**config.mk**
```make
export PLATFORM = sky130hd
export DESIGN_NAME = btn_debounce_pulse
export DESIGN_NICKNAME = d
export VERILOG_FILES = /design/src/rtl/btn_debounce_pulse.sv
export SDC_FILE = /design/constraint.sdc
export NUM_CORES = 1
export LEC_CHECK = 0
export CORE_MARGIN = 2
export CORE_UTILIZATION = 30
export DETAILED_ROUTE_END_ITERATION = 10
export GPL_ROUTABILITY_DRIVEN = 0
export GPL_TIMING_DRIVEN = 0
export PLACE_DENSITY_LB_ADDON = 0.1
export SYNTH_ARGS = -nofsm -noshare
export SYNTH_HDL_FRONTEND = slang
export SYNTH_SLANG_ARGS = --single-unit
```
**constraint.sdc**
```tcl
create_clock -name Clk100MHz -period 2.8 [get_ports Clk100MHz]
set_input_delay 0.56 -clock Clk100MHz [delete_from_list [all_inputs] [get_ports Clk100MHz]]
set_output_delay 0.56 -clock Clk100MHz [all_outputs]
set_load 0.005 [all_outputs]
```
**src/rtl/btn_debounce_pulse.sv**
```systemverilog
// btn_debounce_pulse: debounces one raw push-button and produces a clean
// level plus a single-clock press strobe for the game FSM.
//
// Ports:
//   Clk100MHz  in   system clock
//   reset_n    in   asynchronous, active-low reset
//   tick_en    in   single-cycle enable (nominally Clk1KHzEn)
//   btn_in     in   raw, asynchronous, bouncy button (1 = pressed)
//   btn_level  out  debounced button state
//   btn_pulse  out  one-clock strobe per accepted press (and repeat)
//
// Optional build macro: AUTOREPEAT_EN
//   When defined, holding the button produces extra pulses after
//   REPEAT_DELAY ticks and then every REPEAT_PERIOD ticks.
//   When undefined, no repeat logic exists: one pulse per press.

module btn_debounce_pulse #(
    parameter int DEBOUNCE_TICKS = 20,
    parameter int CNT_W          = 8,
    parameter int REPEAT_DELAY   = 500,
    parameter int REPEAT_PERIOD  = 200
) (
    input  logic Clk100MHz,
    input  logic reset_n,
    input  logic tick_en,
    input  logic btn_in,
    output logic btn_level,
    output logic btn_pulse
);

    // Parameter legality is checked at elaboration time so a bad
    // instantiation fails loudly instead of silently misbehaving.
    if ((DEBOUNCE_TICKS < 1) || (DEBOUNCE_TICKS > 255) ||
        (CNT_W < 1) || (CNT_W > 16) ||
        ((DEBOUNCE_TICKS - 1) >= (1 << CNT_W)) ||
        (REPEAT_DELAY < 1) || (REPEAT_DELAY > 1023) ||
        (REPEAT_PERIOD < 1) || (REPEAT_PERIOD > 1023))
    begin : g_bad_param
        $error("btn_debounce_pulse: illegal parameter set");
    end

    typedef enum logic [1:0] {
        IDLE,
        PRESS_CHK,
        HELD,
        RELEASE_CHK
    } state_t;

    localparam logic [CNT_W-1:0] CNT_LAST =
        CNT_W'(DEBOUNCE_TICKS - 1);

    // ------------------------------------------------------------
    // Two-flop synchronizer: the FSM only ever looks at btn_s.
    // ------------------------------------------------------------
    logic btn_meta;
    logic btn_s;

    always_ff @(posedge Clk100MHz or negedge reset_n) begin
        if (!reset_n) begin
            btn_meta <= 1'b0;
            btn_s    <= 1'b0;
        end else begin
            btn_meta <= btn_in;
            btn_s    <= btn_meta;
        end
    end

    // ------------------------------------------------------------
    // Debounce FSM
    // ------------------------------------------------------------
    state_t           state;
    state_t           state_nxt;
    logic [CNT_W-1:0] cnt;
    logic [CNT_W-1:0] cnt_nxt;
    logic             press_hit;
    logic             rpt_hit;
    logic             level_nxt;
    logic             pulse_nxt;

    always_ff @(posedge Clk100MHz or negedge reset_n) begin
        if (!reset_n) begin
            state     <= IDLE;
            cnt       <= '0;
            btn_level <= 1'b0;
            btn_pulse <= 1'b0;
        end else begin
            state     <= state_nxt;
            cnt       <= cnt_nxt;
            btn_level <= level_nxt;
            btn_pulse <= pulse_nxt;
        end
    end

    always_comb begin
        state_nxt = state;
        cnt_nxt   = cnt;
        press_hit = 1'b0;
        unique case (state)
            IDLE: begin
                // A tick in the exit cycle is deliberately not counted.
                if (btn_s) begin
                    state_nxt = PRESS_CHK;
                    cnt_nxt   = '0;
                end
            end
            PRESS_CHK: begin
                // A bounce wins over a coincident tick.
                if (!btn_s) begin
                    state_nxt = IDLE;
                    cnt_nxt   = '0;
                end else if (tick_en) begin
                    if (cnt == CNT_LAST) begin
                        state_nxt = HELD;
                        cnt_nxt   = '0;
                        press_hit = 1'b1;
                    end else begin
                        cnt_nxt = cnt + 1'b1;
                    end
                end
            end
            HELD: begin
                if (!btn_s) begin
                    state_nxt = RELEASE_CHK;
                    cnt_nxt   = '0;
                end
            end
            RELEASE_CHK: begin
                if (btn_s) begin
                    state_nxt = HELD;
                    cnt_nxt   = '0;
                end else if (tick_en) begin
                    if (cnt == CNT_LAST) begin
                        state_nxt = IDLE;
                        cnt_nxt   = '0;
                    end else begin
                        cnt_nxt = cnt + 1'b1;
                    end
                end
            end
            default: begin
                state_nxt = IDLE;
                cnt_nxt   = '0;
            end
        endcase
    end

    // The level is high for the whole accepted-press interval,
    // including the release check, so bounces on release are hidden.
    assign level_nxt = (state_nxt == HELD) ||
                       (state_nxt == RELEASE_CHK);

    // Gating with the current pulse keeps the strobe to one clock
    // even if a repeat lands right behind the press pulse.
    assign pulse_nxt = (press_hit | rpt_hit) & ~btn_pulse;

`ifdef AUTOREPEAT_EN
    // ------------------------------------------------------------
    // Auto-repeat: rpt_ph selects the first-delay or period phase,
    // so REPEAT_PERIOD may be larger than REPEAT_DELAY.
    // ------------------------------------------------------------
    localparam logic [9:0] RPT_DLY = 10'(REPEAT_DELAY - 1);
    localparam logic [9:0] RPT_PER = 10'(REPEAT_PERIOD - 1);

    logic [9:0] rpt_cnt;
    logic [9:0] rpt_cnt_nxt;
    logic       rpt_ph;
    logic       rpt_ph_nxt;
    logic [9:0] rpt_lim;

    assign rpt_lim = rpt_ph ? RPT_PER : RPT_DLY;

    always_ff @(posedge Clk100MHz or negedge reset_n) begin
        if (!reset_n) begin
            rpt_cnt <= '0;
            rpt_ph  <= 1'b0;
        end else begin
            rpt_cnt <= rpt_cnt_nxt;
            rpt_ph  <= rpt_ph_nxt;
        end
    end

    // Only a fresh press clears the counter on HELD entry; a bounce
    // back from RELEASE_CHK resumes where it left off.
    always_comb begin
        rpt_cnt_nxt = rpt_cnt;
        rpt_ph_nxt  = rpt_ph;
        rpt_hit     = 1'b0;
        if (press_hit || (state == IDLE)) begin
            rpt_cnt_nxt = '0;
            rpt_ph_nxt  = 1'b0;
        end else if ((state == HELD) && btn_s && tick_en) begin
            if (rpt_cnt == rpt_lim) begin
                rpt_hit     = 1'b1;
                rpt_cnt_nxt = '0;
                rpt_ph_nxt  = 1'b1;
            end else begin
                rpt_cnt_nxt = rpt_cnt + 1'b1;
            end
        end
    end
`else
    assign rpt_hit = 1'b0;
`endif

endmodule

```
; ---- After elaboration in Yosys (flattened, before gate mapping)
; Cells that the tools add are included.
[totals]
regBits = 14
input_bits = 4
output_inout_bits = 2
[classes]
add_sub_neg = 1
eq_ne = 8
n_mux = 20
bitwise_logic = 2
reduce_logical = 3
[op_table]
columns = op, n
row1 = two-way mux 8 bit, 6
row2 = case mux 8 bit (4 select lines), 1
row3 = two-way mux 2 bit, 8
row4 = "adder 8 x 1 -> 8 bit, second input constant", 1
row5 = "equality test 2 bit, second input constant", 4
row6 = "equality test 8 x 5 -> 1 bit, second input constant", 1
row7 = case mux 2 bit (4 select lines), 1
row8 = two-way mux 1 bit, 4
row9 = "inequality test 2 bit, second input constant", 2
row10 = "equality test 2 x 1 -> 1 bit, second input constant", 1
row11 = zero test 2 bit, 1
row12 = AND reduction 2 bit, 1
row13 = bitwise AND 1 bit, 1
row14 = logical OR 1 bit, 1
row15 = inverter 1 bit, 1

; ---- Longest topological paths before layout
; Gate-level depths: netlist of run 1.
[depth]
depth_word = 7
depth_mapped = 6
depth_no_buf = 5

; ---- Worst setup path before layout of run 1
; OpenSTA, ideal clock, no wires.
[synth_timing]
path_kind = register -> register
start = reg cnt[6]
end = reg cnt[1]
arrival_time_ns = 1.677
path_slack_ns = 1.001
path_stages_with_launch = 5
path_buffers = 1
path_cell_list = dfrtp_1 -> or4b_1 -> o311a_1 -> buf_6 -> a32o_1
[synth_between]
elab_chain_cells = 5
elab_cells_between_ends = 6
[synth_rtl]
columns = element, line
row1 = from (decl), 73  ; logic [CNT_W-1:0] cnt;
row2 = from (signal assigned), 88  ; cnt <= cnt_nxt;
row3 = equality test 8 x 5 -> 1 bit *, "112, 132"
row4 = two-way mux 8 bit *, "112, 132"
row5 = two-way mux 8 bit *, 131  ; end else if (tick_en) begin
row6 = "two-way mux 8 bit, on equally long branches", "128, 108"
row7 = case mux 8 bit (4 select lines) *, 98  ; unique case (state)
; Mark *: on every way between the ends. The rest lies on a longest branch, timed or not.
; A chain may end at the register's enable or synchronous reset.

; ---- Worst setup path in the final report of run 1
[layout_timing]
start = in tick_en
end = reg cnt[1]
[layout_between]
elab_chain_cells = 3
elab_cells_between_ends = 4
[layout_rtl]
columns = element, line
row1 = from (decl), 25  ; input logic tick_en,
row2 = two-way mux 8 bit *, n/a
row3 = "two-way mux 8 bit, on equally long branches", n/a
row4 = case mux 8 bit (4 select lines) *, n/a
; Marks and branches as above.

==> results of run 1 <==
power by group through the flow:
stage	clock, uW	sequential, uW	combinational, uW
final	116	195	22.9
after global routing	130	196	25.6
after CTS	123	195	23.6
after detailed placement	0	199	23.6
after global placement	0	199	23.6
after floorplan	0	198	12.1
metal layers:
layer,vias to the layer above,GRT usage [%],wire [um]
met4,0,6.944,27
met5,-,0,0
met2,6,14.22,486
met1,218,15.61,557
li1,230,-,-
met3,4,5.758,59
logic make-up after synthesis:
| kind of cell | synth area share [%] |
|---|---|
| simple gates | 17.77 |
| compound gates | 17.17 |
| flops | 51.90 |
| xor+xnor | 6.987 |
| buf+inv | 2.395 |
| mux | 1.796 |
| fa+ha+maj | 1.996 |
synth_stat cells (2+ instances only):
master    n
nor3_1    2
nand4_1   2
nor2_1    2
xor2_1    3
xnor2_1   2
dfrtp_1  13
a21oi_1   3
nand2_1   8
a31oi_1   3
a22o_2    4
cell type report:
| class | count | area [um^2] |
|---|---|---|
| Buffer | 1 | 11.26 |
| Timing Repair Buffer | 5 | 50.05 |
| Multi-Input combinational cell | 42 | 286.5 |
| Fill cell | 220 | 1224 |
| Clock buffer | 3 | 22.52 |
| Clock inverter | 1 | 5.005 |
| Tap cell | 27 | 33.78 |
| Inverter | 1 | 3.754 |
| Sequential cell | 13 | 325.3 |
worst paths after layout:
kind | from | slack (ps) | endpoint | depth (start not counted)
max | tick_en | 920 | cnt[1] | 5
min | btn_meta | 360 | btn_s | 0
max reg2reg | cnt[3] | 930 | cnt[1] | 4
min reg2reg | btn_meta | 360 | btn_s | 0
max in group asynchronous | reset_n | 1770 | cnt[6] | 1
min in group asynchronous | reset_n | 640 | state[1] | 1
registers in the layout, indices dropped and copies added, names as in the netlist:
register	flops
cnt	8
state	2
btn_s	1
btn_meta	1
btn_pulse	1
through the flow:
step / util, % / instances / area, um^2 / setup WS (ps)
after floorplan: - / 57 / 626.9 / 1001
after global placement: 36.22 / 89 / 710.7 / 613.5
after detailed placement: 36.22 / 89 / 710.7 / 621.8
after CTS: 37.63 / 93 / 738.2 / 917.2
after global routing: 37.63 / 93 / 738.2 / 846.0
final: 37.63 / 93 / 738.2 / 918.6
worst max-delay path, cell delays in order:
cell             delay (ps)
clkdlybuf4s50_1         570
nand2_1                 140
o311a_1                 380
buf_6                   150
a32o_1                  250
cell usage in the layout, fill, tap and decap left out, drive strengths merged, types with 2 or more instances in the layout:
cell           netlist  routed
nor3                 2       2
nand4                2       2
a21oi                3       3
clkdlybuf4s50        0       5
xnor2                2       2
nor2                 2       2
a31oi                3       3
clkbuf               0       3
xor2                 3       3
a22o                 4       4
dfrtp               13      13
nand2                8       8
==> flow_summary.json, run 1 <==
{
  "antenna_found_initial": 0,
  "yosysTopAreaCell": "dfrtp_1",
  "synthToLayoutAreaGrowth_pct": 17.76,
  "total_power_uw": 333.7,
  "diodes": 0,
  "grt_pass1_vias": 449,
  "routed-via-count": 458,
  "synth_top_area_share_pct": 51.90,
  "clkTransAtPathRegs_ps": 90,
  "slew-limit-headroom_pct": 61.12,
  "swShare_pct": 23.68,
  "synth_flop_cell": "dfrtp_1",
  "period_minus_slack_ps": 1881,
  "fp.dieW_um": 49.71,
  "tightest_slew_ps": 581.3,
  "setup_viol": 0,
  "path_max_fanout": 10,
  "ys_warn_count": 0,
  "irDropWorstVdd_mv": 0.1952,
  "postRouteAntennaNets": 0,
  "drive_gt1_share_pct": 16.67,
  "grt_max_degree": 14,
  "cts_resized": 0,
  "num_io_pins": 6,
  "cts_hold_buf": 0,
  "start_kind": "input port",
  "rsz0062_at_grt": "no",
  "core_area_mm2": 0.001962,
  "cts_setup_buffers": 0,
  "finalNetCount": 72,
  "synth_edf_count": 0,
  "grt_overflow_total": 0,
  "clock-sinks": 13,
  "cts_tree": "done",
  "criticalPathCategory": "in -> reg",
  "combinationalPowerShare_pct": 6.9,
  "ys_seq_area_share_pct": 51.90,
  "synth_nets": 62,
  "synth_cell_types": 25,
  "cts-buffers-inserted": 3,
  "pwr-share-clk_pct": 34.7,
  "intPower_uw": 254.7,
  "async_flop_share_pct": 100.0,
  "leakage_uw": 0.0003328,
  "routed_wl_um": 1130,
  "ctsHtreeMaxLevel": 1,
  "insertion_delay_ps": 280,
  "fmax_mhz": 531.5,
  "drt_iter0_markers": 2,
  "drv_cap": 0,
  "pwr_density_cell_mw_per_mm2": 452.0,
  "grt_usage_pct": 11.50,
  "crit_required_ps": 2980,
  "cts-root-buf": "clkbuf_4",
  "die_height_um": 49.71,
  "worstSetupEndpointType": "flip-flop",
  "dp_hpwl_um": 801.3,
  "final.setup.tns_ps": 0,
  "grt_first_pass_wirelength_um": 2035,
  "critPathArrivalTime_ps": 2060,
  "drcViolationCount": 0,
  "seqPwrFrac_pct": 58.5,
  "p_sw_uw": 79.00,
  "vias_per_cell": 4.925,
  "initial_core_util_pct": 31.95,
  "avgSynthCellArea_um2": 11.00,
  "outcome": "completed",
  "finalHoldViolCount": 0,
  "wl_per_cell_um": 12.15,
  "syn_inst": 57,
  "synth_area_leaders": "dfrtp_1 52%, a22o_2 6.4%, nand2_1 4.8%",
  "synth_seq_cells": 13,
  "worstHoldPathType": "reg -> reg",
  "period_share_pct": 67.19,
  "finalClockSkew_ps": 9.583,
  "num_rows": 16,
  "dr.pass1.iters": 3,
  "clock_path_buffers": 2,
  "whs_ps": 357.8,
  "die_area_mm2": 0.002471,
  "io_buffer_count": 5,
  "maxSlewViolCount": 0,
  "synth_area_um2": 626.9
}
Power figures use the tool's default switching activity.
==> run 2: changes to the inputs <==
clock period = 1.6 ns   (was 2.8 ns; I/O delays follow)
==> flow_summary.json, run 2 (synthesis gave the netlist of run 1 again) <==
{
  "outcome": "complete, but fails checks",
  "violations": "setup timing",
  "crit_required_ps": 1760,
  "drive_gt1_share_pct": 25.35,
  "vias_per_cell": 4.929,
  "period_minus_slack_ps": 1730,
  "drcViolationCount": 0,
  "initial_core_util_pct": 31.95,
  "dp_hpwl_um": 810.7,
  "holdPathStages": 0,
  "dr.pass1.iters": 4,
  "grt_first_pass_wirelength_um": 2201,
  "fill_cells": 213,
  "insertion_delay_ps": 270,
  "fmax_mhz": 578.0,
  "finalNetCount": 77,
  "largest_reg_flops": 8,
  "whs_ps": 350.1,
  "final_common_cell": "dfrtp_1",
  "cts-buffers-inserted": 3,
  "grt_overflow_total": 0,
  "routed-via-count": 483,
  "final.setup.tns_ps": -990.8,
  "num_io_pins": 6,
  "seqPwrFrac_pct": 57.9,
  "regMostFlops": "cnt",
  "synthToLayoutAreaGrowth_pct": 26.55,
  "start_kind": "flip-flop",
  "clock-sinks": 13,
  "num_rows": 16,
  "grt_pass1_vias": 492,
  "core_area_mm2": 0.001962,
  "drt_iter0_markers": 3,
  "final_cell_area_um2": 793.3,
  "leakage_uw": 0.0003687,
  "slew-limit-headroom_pct": 59.43,
  "ctsHtreeMaxLevel": 1,
  "multiInputGateArea_um2": 305.3,
  "postRouteAntennaNets": 0,
  "final_util_pct": 40.43,
  "routed_wl_um": 1250,
  "grt_max_degree": 14,
  "rsz0062_at_grt": "yes",
  "grt_usage_pct": 11.99,
  "antenna_found_initial": 0,
  "worstSetupEndpointType": "flip-flop",
  "swShare_pct": 23.23,
  "criticalPathCategory": "reg -> reg",
  "drv_cap": 0,
  "rrSetupSlack_ps": -130,
  "reg2reg_from": "cnt[7]",
  "diodes": 0,
  "cts_tree": "done",
  "path_max_fanout": 5,
  "layout_common_cells": "13 x dfrtp_1, 8 x nand2_1, 5 x buf_4, 5 x clkdlybuf4s50_1, 4 x a22o_2",
  "intPower_uw": 452.5,
  "place_area_um2": 710.7,
  "pwr-share-clk_pct": 34.5,
  "irDropWorstVdd_mv": 0.4351,
  "clock_path_buffers": 2,
  "combinationalPowerShare_pct": 7.6,
  "place_ws_ps": -303.1,
  "regArea_um2": 325.3,
  "period_share_pct": 108.1,
  "reg2reg_to": "cnt[4]",
  "worstHoldPathType": "reg -> reg",
  "r2r_cells": 5,
  "critPathArrivalTime_ps": 1890,
  "top_regs": "cnt: 8 flops, state: 2 flops",
  "tightest_slew_ps": 606.6,
  "clkTransAtPathRegs_ps": 80,
  "wl_per_cell_um": 12.76,
  "die_area_mm2": 0.002471,
  "setup_viol": 10,
  "p_sw_uw": 136.9,
  "maxSlewViolCount": 0,
  "finalClockSkew_ps": 3.110,
  "hp-start": "btn_meta",
  "finalHoldViolCount": 0,
  "pwr_density_cell_mw_per_mm2": 743.0,
  "io_buffer_count": 5,
  "setup_slack_ps": -130.0,
  "hold_end": "btn_s",
  "die_height_um": 49.71,
  "fp.dieW_um": 49.71,
  "cts-root-buf": "clkbuf_4"
}
[run 2: final cells by class]
type                            instances  share of cell area, %
Clock buffer                            4                  3.312
Timing Repair Buffer                   10                  11.04
Buffer                                  1                  1.420
Multi-Input combinational cell         42                  38.49
Inverter                                1                 0.4732
Tap cell                               27                  4.259
Sequential cell                        13                  41.01
[run 2: power by group through the flow]
stage | clock (uW) | sequential, uW | combinational, uW
2_1_floorplan | 0 | 347 | 21.2
3_3_place_gp | 0 | 348 | 41.4
3_5_place_dp | 0 | 348 | 41.2
4_1_cts | 213 | 342 | 44.3
5_1_grt | 233 | 343 | 51.2
6_report | 203 | 341 | 44.8
[run 2: metal layers]
layer / track usage (%) / share of wire [%] / vias to the layer above
li1: - / - / 242
met5: 0 / 0 / -
met3: 3.030 / 2.5 / 2
met4: 6.944 / 1.1 / 0
met1: 16.12 / 52 / 236
met2: 17.33 / 44 / 3
[run 2: timing repair]
| item | CTS | global route |
|---|---|---|
| hold buffers | 0 | 0 |
| gates cloned | 1 | 0 |
| gates resized for setup | 2 | 2 |
| setup endpoints to repair | 10 | 10 |
| buffers inserted | 3 | 1 |
[run 2: how the worst max path moves through the flow]
stage,start,to,slack (ps)
2_1_floorplan,cnt[7],cnt[1],-90
3_3_place_gp,tick_en,cnt[1],-310
3_5_place_dp,tick_en,cnt[1],-300
4_1_cts,cnt[7],cnt[1],-120
5_1_grt,cnt[7],cnt[4],-180
6_report,cnt[7],cnt[4],-130
[run 2: critical path, stage by stage (launching register included)]
cell and delay [ps]:
dfrtp_1 390, or4b_4 550, o311a_4 340, buf_4 160
a21oi_1 130, a31oi_1 50
[run 2: stage by stage]
step | power [uW] | instances
2_1_floorplan | 367.8 | 57
3_3_place_gp | 389.2 | 89
3_5_place_dp | 389.1 | 89
4_1_cts | 599.0 | 97
5_1_grt | 627.0 | 98
6_report | 589.4 | 98
